**config.mk**
```make
export PLATFORM = sky130hd
export DESIGN_NAME = cnt_arb
export DESIGN_NICKNAME = d
export VERILOG_FILES = /design/src/rtl/cnt_arb.sv
export SDC_FILE = /design/constraint.sdc
export NUM_CORES = 1
export LEC_CHECK = 0
export CORE_MARGIN = 1.5
export CORE_UTILIZATION = 45
export DETAILED_ROUTE_END_ITERATION = 12
export PLACE_DENSITY = 0.79
export SLEW_MARGIN = 30
export SYNTH_ARGS = -nofsm -noshare
export SYNTH_HDL_FRONTEND = slang
export SYNTH_SLANG_ARGS = --single-unit
export TNS_END_PERCENT = 20
```
**constraint.sdc**
```tcl
create_clock -name clk -period 4.35 [get_ports clk]
set_input_delay 0.87 -clock clk [delete_from_list [all_inputs] [get_ports clk]]
set_output_delay 0.87 -clock clk [all_outputs]
set_load 0.05 [all_outputs]
```
**src/rtl/cnt_arb.sv**
```systemverilog
`default_nettype none
// ============================================================================
// Module   : cnt_arb
// Brief    : Round-robin arbiter sharing one interval counter among N clients;
//            the winner's interval is latched, counted, then a done pulse.
// Revision : 1.0
// ============================================================================
module cnt_arb #(
   parameter int WIDTH = 32,
   parameter int N     = 4
) (
   input  logic               clk,
   input  logic               rst,
   input  logic [N-1:0]       req,
   input  logic [N*WIDTH-1:0] top,
   output logic [N-1:0]       gnt,
   output logic [N-1:0]       done,
   output logic               busy,
   output logic [WIDTH-1:0]   cnt
);

   localparam int IW = $clog2(N);

   localparam logic [1:0]   c_IDLE    = 2'd0;
   localparam logic [1:0]   c_RUN     = 2'd1;
   localparam logic [1:0]   c_DONE    = 2'd2;
   localparam logic [N-1:0] c_ONEHOT0 = {{(N-1){1'b0}}, 1'b1};

   logic [1:0]       r_state;
   logic [1:0]       w_state_nxt;
   logic [IW-1:0]    r_last;
   logic [WIDTH-1:0] r_tl;

   logic [IW-1:0]    w_idx;
   logic [IW-1:0]    w_win;
   logic             w_win_vld;
   logic [N-1:0]     w_win_oh;
   logic [WIDTH-1:0] w_tl_win;
   logic             w_abort;
   logic             w_last_cnt;

   logic [N-1:0]     w_gnt_nxt;
   logic [N-1:0]     w_done_nxt;
   logic             w_busy_nxt;
   logic [WIDTH-1:0] w_cnt_nxt;
   logic [IW-1:0]    w_last_nxt;
   logic [WIDTH-1:0] w_tl_nxt;

   logic [WIDTH-1:0] w_top [N];

   generate
      for (genvar k = 0; k < N; k++) begin : g_top
         assign w_top[k] = top[k*WIDTH +: WIDTH];
      end
   endgenerate

   // Rotating priority: search starts just after the previous winner.
   always_comb begin
      w_idx     = '0;
      w_win     = '0;
      w_win_vld = 1'b0;
      for (int i = 1; i <= N; i++) begin
         w_idx = IW'((int'(r_last) + i) % N);
         if (!w_win_vld && req[w_idx]) begin
            w_win_vld = 1'b1;
            w_win     = w_idx;
         end
      end
   end

   assign w_win_oh   = c_ONEHOT0 << w_win;
   assign w_tl_win   = (w_top[w_win] == '0) ? WIDTH'(1) : w_top[w_win];
   assign w_abort    = !req[r_last];
   assign w_last_cnt = (cnt == r_tl - WIDTH'(1));

   always_ff @(posedge clk or posedge rst) begin
      if (rst) begin
         r_state <= c_IDLE;
      end else begin
         r_state <= w_state_nxt;
      end
   end

   always_comb begin
      w_state_nxt = r_state;
      case (r_state)
         c_IDLE:  if (w_win_vld) w_state_nxt = c_RUN;
         c_RUN: begin
            if (w_abort)         w_state_nxt = c_IDLE;
            else if (w_last_cnt) w_state_nxt = c_DONE;
         end
         c_DONE:  w_state_nxt = c_IDLE;
         default: w_state_nxt = c_IDLE;
      endcase
   end

   // Next values of the registered outputs; abort takes priority over completion.
   always_comb begin
      w_gnt_nxt  = gnt;
      w_done_nxt = done;
      w_busy_nxt = busy;
      w_cnt_nxt  = cnt;
      w_last_nxt = r_last;
      w_tl_nxt   = r_tl;
      case (r_state)
         c_IDLE: begin
            if (w_win_vld) begin
               w_gnt_nxt  = w_win_oh;
               w_done_nxt = '0;
               w_busy_nxt = 1'b1;
               w_cnt_nxt  = '0;
               w_last_nxt = w_win;
               w_tl_nxt   = w_tl_win;
            end
         end
         c_RUN: begin
            if (w_abort) begin
               w_gnt_nxt  = '0;
               w_busy_nxt = 1'b0;
               w_cnt_nxt  = '0;
            end else if (w_last_cnt) begin
               w_gnt_nxt  = '0;
               w_done_nxt = gnt;
               w_cnt_nxt  = '0;
            end else begin
               w_cnt_nxt  = cnt + WIDTH'(1);
            end
         end
         c_DONE: begin
            w_done_nxt = '0;
            w_busy_nxt = 1'b0;
         end
         default: begin
            w_gnt_nxt  = '0;
            w_done_nxt = '0;
            w_busy_nxt = 1'b0;
            w_cnt_nxt  = '0;
         end
      endcase
   end

   always_ff @(posedge clk or posedge rst) begin
      if (rst) begin
         gnt    <= '0;
         done   <= '0;
         busy   <= 1'b0;
         cnt    <= '0;
         r_last <= IW'(N - 1);
         r_tl   <= WIDTH'(1);
      end else begin
         gnt    <= w_gnt_nxt;
         done   <= w_done_nxt;
         busy   <= w_busy_nxt;
         cnt    <= w_cnt_nxt;
         r_last <= w_last_nxt;
         r_tl   <= w_tl_nxt;
      end
   end

endmodule
`default_nettype wire

```
==> run metrics, run 1 <==
status complete, no violations; FF+latch area 1931 um^2; Initial Util 46.27%; hpwl dp 15910 um; area taken by multi-input logic gates 3899 um^2; R2R Setup Slk 0.49 ns; vias per cell 6.055; sw frac 46.26%; # IOs 175; Syn Nets 861; Mean Syn Cell Area 8.451 um^2; clk root buf clkbuf_16; pwr dens 532.7 nW/um^2; first-pass GRT wire length 31680 um; Clk pwr share 19.0%; Fin. Hold Viols 0; TritonRoute pass-1 iters 7; vias in the first global route 6154; Clock Skew 0.006882 ns; minimum clock period 3.859 ns; prevailing post-synth register cell dfrtp_1; Pwr Total 4424 uW; total setup buffers inserted after CTS 0; Gate power share 51.3%; DRC Markers 0; Iteration-0 DRC Markers 418; core footprint 13240 um^2; # clock sinks 77; Register-to-Register Path Depth 12; CTS Buf Count 9; Critical Path Source Type flop; post-CTS resize count 0; layout cells sized above 1 9.217%; crit path kind flop to flop; Seq/Total Area, Yosys 31.51%; H-tree Lvls 3; number of routed nets with antenna violations 0; FF+latch count, synth 77; Sum Neg Setup Slack 0 ns; Gate Count Post-Synth 725; internal power 2377 uW; CTS tree built; most common library cells after synthesis 74 x dfrtp_1, 69 x nand2_1, 66 x a211oi_1, 66 x and3_1, 53 x clkbuf_1; synthesized area 6127 um^2; Hold EP r_state[1]$_DFFE_PP0P_; Synth top area share 30.22%; drt total wl 19760 um; DIE WIDTH 119.7 um; ranking of synthesized cells by area dfrtp_1 30%, a211oi_1 8.1%, and3_1 6.7%; diode count 0; total gr overflow 0; clock buffer depth 2; Worst Path Required 4.54 ns; Synth area leader dfrtp_1; Die Ht 119.7 um; Net Sw Power 2047 uW; gpl congestion 1.004; die area 14320 um^2; Hold Path Origin r_state[1]$_DFFE_PP0P_; Final Net Count 999; Finished Core Util 62.72%; crit end category flop; relative slew slack 49.05%; Static Leakage 0.003090 uW; Reg clk slew, reported paths 0.06 ns; Post-synth ARST share 100.0%; worst slew pin tran 0.7631 ns; synth unique cells 68; row count 42; Clock Latency Late Sink 0.34 ns; Synth-to-Final Area Change 35.55%; fill count 1127; critical-path maximum fanout 30; initial antenna violation count 0; Worst VDD drop 0.2480 mV; EDFF count, synth 0; period utilization 88.71%; count leader, synth dfrtp_1; r2r endpoint cnt[30]$_DFFE_PP0P_; placed cell area 7965 um^2; Max Transition Viols Final 0; port buffer count 174; max_cap viols 0; Setup Viol. Count Final 0; worst r2r src r_tl[0]$_DFFE_PP1P_; largest net degree at the start of global routing 65; hold buffer count at CTS 0; Sequential Power Share 29.7%; Synth warnings 0; Fmax 259.1 MHz; Hold Path Depth 1; RSZ-0062 raised after global routing no; Vias 6321; crit path DAT 4.05 ns; total track usage 27.87%; final instance area 8305 um^2; Routed wire per std cell 18.93 um; Hold/Removal Path Class flop to flop
## layer usage
metal	track usage, %	up-vias	part of all wire, %
met3	3.327	43	5.4
li1	-	3026	-
met2	45.55	259	47
met5	0	-	0
met4	12.35	0	4.2
met1	37.20	2993	44
## worst max path at each step
stage                                    start                   to  slack, ns  cells past startpoint
after floorplan           r_tl[21]$_DFFE_PP0P_  cnt[10]$_DFFE_PP0P_       1.20                     10
after global placement                  req[1]  r_tl[0]$_DFFE_PP1P_       0.61                      9
after detailed placement                req[2]  r_tl[0]$_DFFE_PP1P_       0.53                      9
after CTS                  r_tl[1]$_DFFE_PP0P_  done[0]$_DFFE_PP0P_       0.53                     11
after global routing       r_tl[1]$_DFFE_PP0P_  cnt[30]$_DFFE_PP0P_       0.18                     11
final                      r_tl[0]$_DFFE_PP1P_  cnt[30]$_DFFE_PP0P_       0.49                     12
## kinds of logic (layout without fill, tap and decap cells)
family | count (synthesis) | in the layout | share of synthesized area (%)
compound gates | 215 | 215 | 26.26
xor+xnor | 63 | 63 | 9.006
fa+ha+maj | 2 | 2 | 0.4083
buf+inv | 78 | 221 | 5.452
flops | 77 | 77 | 31.51
mux | 9 | 9 | 1.511
simple gates | 281 | 281 | 25.85
## registers in the layout (all words and copies together), names as in the netlist
name / count
done: 4
gnt: 4
r_tl: 32
busy: 1
r_last: 2
r_state: 2
cnt: 32
## area by class of cell
| cell class | instances | share of cell area (%) |
|---|---|---|
| Clock buffer | 11 | 2.802 |
| Timing Repair Buffer | 188 | 22.39 |
| Clock inverter | 5 | 1.205 |
| Multi-Input combinational cell | 570 | 46.94 |
| Inverter | 17 | 0.7683 |
| Tap cell | 176 | 2.651 |
| Sequential cell | 77 | 23.24 |
## worst max-delay path: stages (launching register included)
cell	delay (ns)
dfstp_2	0.42
inv_1	0.15
ha_1	0.29
nor3b_1	0.66
buf_4	0.26
nand2_1	0.07
xor2_1	0.16
o21ai_0	0.31
nand3_1	0.17
or4_4	0.50
o21ai_4	0.35
buf_12	0.27
a21oi_1	0.10
## layout by cell type, fill, tap and decap left out, types with 16 or more instances in the layout
cell | netlist | final
dfrtp_1 | 74 | 74
o21ai_0 | 21 | 20
o31ai_1 | 34 | 34
and3_1 | 66 | 66
clkdlybuf4s50_1 | 0 | 174
inv_1 | 17 | 16
xnor2_1 | 33 | 33
nand3_1 | 19 | 19
o22ai_1 | 18 | 18
nor4_1 | 18 | 18
nor2_1 | 28 | 28
xor2_1 | 30 | 30
a21oi_2 | 29 | 29
nand2_1 | 69 | 67
a211oi_1 | 66 | 66
## per-stage QoR
| stage | hold WS (ns) | std cells | worst slack [ns] |
|---|---|---|---|
| 2_1_floorplan | 0.4684 | 725 | 1.197 |
| 3_3_place_gp | 0.5145 | 1028 | 0.6129 |
| 3_5_place_dp | 0.5152 | 1028 | 0.5252 |
| 4_1_cts | 0.5190 | 1044 | 0.5333 |
| 5_1_grt | 0.5543 | 1044 | 0.1790 |
| 6_report | 0.5201 | 1044 | 0.4910 |
## power groups by stage
stage | logic, uW | clock network (uW) | registers (uW)
final | 2270 | 842 | 1310
after global routing | 2480 | 885 | 1350
after CTS | 2240 | 850 | 1300
after detailed placement | 2230 | 0 | 1310
after global placement | 2170 | 0 | 1290
after floorplan | 1690 | 0 | 1200
(Power assumes the default switching activity.)
==> run 2, diff against run 1 <==
--- a/config.mk
+++ b/config.mk
@@ -5,6 +5,8 @@
 export SDC_FILE = /design/constraint.sdc
 export NUM_CORES = 1
 export LEC_CHECK = 0
+export ABC_AREA = 1
+export ABC_CLOCK_PERIOD_IN_PS = 4350
 export CORE_MARGIN = 1.5
 export CORE_UTILIZATION = 45
 export DETAILED_ROUTE_END_ITERATION = 12
==> run 2 against run 1 <==
Die area up 1.0%. Non-clock buffer count down 6. Via count up 6.0%. Critical path depth up 9. Critical endpoint is now r_tl[0]$_DFFE_PP1P_. Wire length down 2.1%. Largest power group unchanged. Total power up 35%. Worst hold slack worse by 0.041 ns.
==> run metrics, run 2 <==
most common library cells after synthesis 329 x nand2_1, 122 x nor2_1, 87 x nand3_1 (was 74 x dfrtp_1, 69 x nand2_1, 66 x a211oi_1, 66 x and3_1, 53 x clkbuf_1); Fin. Hold Viols 0 (unchanged); ranking of synthesized cells by area dfrtp_1 30%, nand2_1 20%, xor2_1 7.9% (was dfrtp_1 30%, a211oi_1 8.1%, and3_1 6.7%); Die Ht 120.3 um (was 119.7 um); Routed wire per std cell 14.98 um (was 18.93 um); core footprint 13350 um^2 (was 13240 um^2); Final Net Count 1247 (was 999); status complete, no violations (unchanged); DRC Markers 0 (unchanged); number of routed nets with antenna violations 0 (unchanged); Critical Path Start req[2] (was r_tl[0]$_DFFE_PP1P_); synthesized area 6191 um^2 (was 6127 um^2); Synth area leader dfrtp_1 (unchanged); worst setup margin 0.7713 ns (was 0.4910 ns); prevailing post-synth register cell dfrtp_1 (unchanged); RSZ-0062 raised after global routing no (unchanged); CTS Buf Count 9 (unchanged); hold buffer count at CTS 0 (unchanged); FF+latch count, synth 77 (unchanged); most common cell after layout, fill and taps aside nand2_1 (was clkdlybuf4s50_1); Initial Util 46.38% (was 46.27%); Reg clk slew, reported paths 0.06 ns (about the same); total track usage 27.63% (was 27.87%); Setup Viol. Count Final 0 (unchanged); EDFF count, synth 0 (unchanged); # clock sinks 77 (unchanged); initial antenna violation count 0 (unchanged); Worst Path Required 4.62 ns (was 4.54 ns); H-tree Lvls 3 (unchanged); layout cells sized above 1 4.839% (was 9.217%); diode count 0 (unchanged); die area 14470 um^2 (was 14320 um^2); Vias 6701 (was 6321); Fmax 279.4 MHz (was 259.1 MHz); Static Leakage 0.003827 uW (was 0.003090 uW); Clock Latency Late Sink 0.34 ns (about the same); row count 42 (unchanged); minimum clock period 3.579 ns (was 3.859 ns); Gate Count Post-Synth 951 (was 725); vias in the first global route 6372 (was 6154); pre-CTS setup slack 0.4378 ns (was 0.5252 ns); # IOs 175 (unchanged); Synth top area share 29.91% (was 30.22%); Critical Path Source Type input port (was flop); synth unique cells 43 (was 68); Mean Syn Cell Area 6.510 um^2 (was 8.451 um^2); max_cap viols 0 (unchanged); gpl congestion 0.9829 (was 1.004); Worst VDD drop 0.6957 mV (was 0.2480 mV); clk root buf clkbuf_16 (unchanged); Syn Nets 1087 (was 861); crit path kind input port to flop (was flop to flop); hpwl dp 15560 um (was 15910 um); largest net degree at the start of global routing 69 (was 65); crit path DAT 3.85 ns (was 4.05 ns); crit end category flop (unchanged); total setup buffers inserted after CTS 0 (unchanged); port buffer count 174 (unchanged); Pwr Total 5965 uW (was 4424 uW); worst slew pin tran 0.8106 ns (was 0.7631 ns); relative slew slack 45.90% (was 49.05%); first-pass GRT wire length 31500 um (was 31680 um); Synth warnings 0 (unchanged); post-CTS resize count 0 (unchanged); Max Transition Viols Final 0 (unchanged); clock buffer depth 2 (unchanged); top flop regs cnt (32), r_tl (32) (unchanged); vias per cell 5.187 (was 6.055); CTS tree built (unchanged); critical-path maximum fanout 24 (was 30); Sum Neg Setup Slack 0 ns (unchanged); Hold/Removal Path Class flop to flop (unchanged); Hold Path Origin done[2]$_DFFE_PP0P_ (was r_state[1]$_DFFE_PP0P_); period utilization 82.27% (was 88.71%); commonest non-fill, non-tap cells in the layout 329 x nand2_1, 174 x clkdlybuf4s50_1, 122 x nor2_1 (was 174 x clkdlybuf4s50_1, 74 x dfrtp_1, 67 x nand2_1); Clock Skew 0.009411 ns (was 0.006882 ns); pwr dens 715.6 nW/um^2 (was 532.7 nW/um^2); total gr overflow 0 (unchanged); worst r2r src r_tl[1]$_DFFE_PP0P_ (was r_tl[0]$_DFFE_PP1P_); Seq/Total Area, Yosys 31.18% (was 31.51%); drt total wl 19360 um (was 19760 um); count leader, synth nand2_1 (was dfrtp_1); TritonRoute pass-1 iters 5 (was 7); Synth-to-Final Area Change 34.64% (was 35.55%); Iteration-0 DRC Markers 548 (was 418); Post-synth ARST share 100.0% (unchanged); DIE WIDTH 120.3 um (was 119.7 um)
==> run 2: cell types whose count changed in the layout (fill, tap and decap cells not counted), moves of 10 or more <==
cell,previous run,this run
o22ai_1,18,2
xnor2_1,33,23
nor2_1,28,122
xor2_1,30,56
o31ai_1,34,1
nand3_1,19,87
a21oi_2,29,1
and3_1,66,0
nand2_1,67,329
a211oi_1,66,1
o21ai_0,20,43
nand4_1,13,26
a21oi_1,8,31
inv_1,16,51
==> run 2: power by group <==
part | switching (uW) | total (uW) | internal [uW]
Sequential | 257 | 1200 | 943
Clock | 295 | 793 | 499
Combinational | 2710 | 3970 | 1260
Total | 3260 | 5960 | 2700
==> run 2: cells by family (layout without fill, tap and decap cells) <==
| kind of cell | after synthesis | count (layout) | synth area share (%) |
|---|---|---|---|
| buf+inv | 92 | 257 | 6.871 |
| flops | 77 | 77 | 31.18 |
| simple gates | 615 | 615 | 42.74 |
| compound gates | 85 | 85 | 7.256 |
| fa+ha+maj | 2 | 2 | 0.4041 |
| xor+xnor | 80 | 80 | 11.54 |
==> run 2: worst paths after layout <==
| check | endpoint | slack, ns | depth (start not counted) |
|---|---|---|---|
| setup reg to reg | cnt[25]$_DFFE_PP0P_ | 0.96 | 16 |
| hold reg to reg | done[2]$_DFFE_PP0P_ | 0.48 | 2 |
| hold / removal | done[2]$_DFFE_PP0P_ | 0.48 | 2 |
| setup / recovery | r_tl[0]$_DFFE_PP1P_ | 0.77 | 21 |
| max in group asynchronous | r_tl[16]$_DFFE_PP0P_ | 2.61 | 3 |
| min in group asynchronous | cnt[4]$_DFFE_PP0P_ | 0.98 | 2 |
==> run 2: metal layers <==
| metal | track usage [%] | up-vias | share of wire, % | wire length (um) |
|---|---|---|---|---|
| li1 | - | 3401 | - | - |
| met1 | 36.68 | 3029 | 45 | 8688 |
| met2 | 46.50 | 240 | 48 | 9203 |
| met3 | 3.538 | 31 | 5.0 | 965 |
| met4 | 9.632 | 0 | 2.6 | 499 |
| met5 | 0 | - | 0 | 0 |
==> run 2: worst max-delay path, cell delays in order <==
cell and delay, ns:
clkdlybuf4s50_1 0.49, nand2_1 0.06, nand2_1 0.12, nand2_1 0.07
nand2_1 0.10, nand2_1 0.08, nand2_1 0.06, nand2_1 0.05
nand2_2 0.18, nand2_4 0.21, nor2_2 0.59, buf_4 0.37
nand2_1 0.10, nand2_1 0.08, nor2_1 0.08, nand2_1 0.08
nor2_1 0.04, nand2_1 0.07, nor2_1 0.05, nand2_1 0.05
a21oi_1 0.06
==> run 2: area by class of cell <==
type,instances,area (um^2)
multi-input cells,782,3842
flip-flops and latches,77,1931
repair buffers,182,1802
well taps,176,220.2
inverters,59,225.2
fillers,1292,5012
clock buffers,9,225.2
clock inverters,7,90.09
==> run 2: metrics by stage <==
| stage | util, % | hold slack [ns] | cell area, um^2 | std cells |
|---|---|---|---|---|
| after floorplan | - | 0.4734 | 6191 | 951 |
| after global placement | 60.04 | 0.4558 | 8014 | 1276 |
| after detailed placement | 60.08 | 0.4635 | 8019 | 1276 |
| after CTS | 62.44 | 0.4793 | 8334 | 1292 |
| after global routing | 62.45 | 0.5094 | 8335 | 1292 |
| final | 62.45 | 0.4786 | 8335 | 1292 |
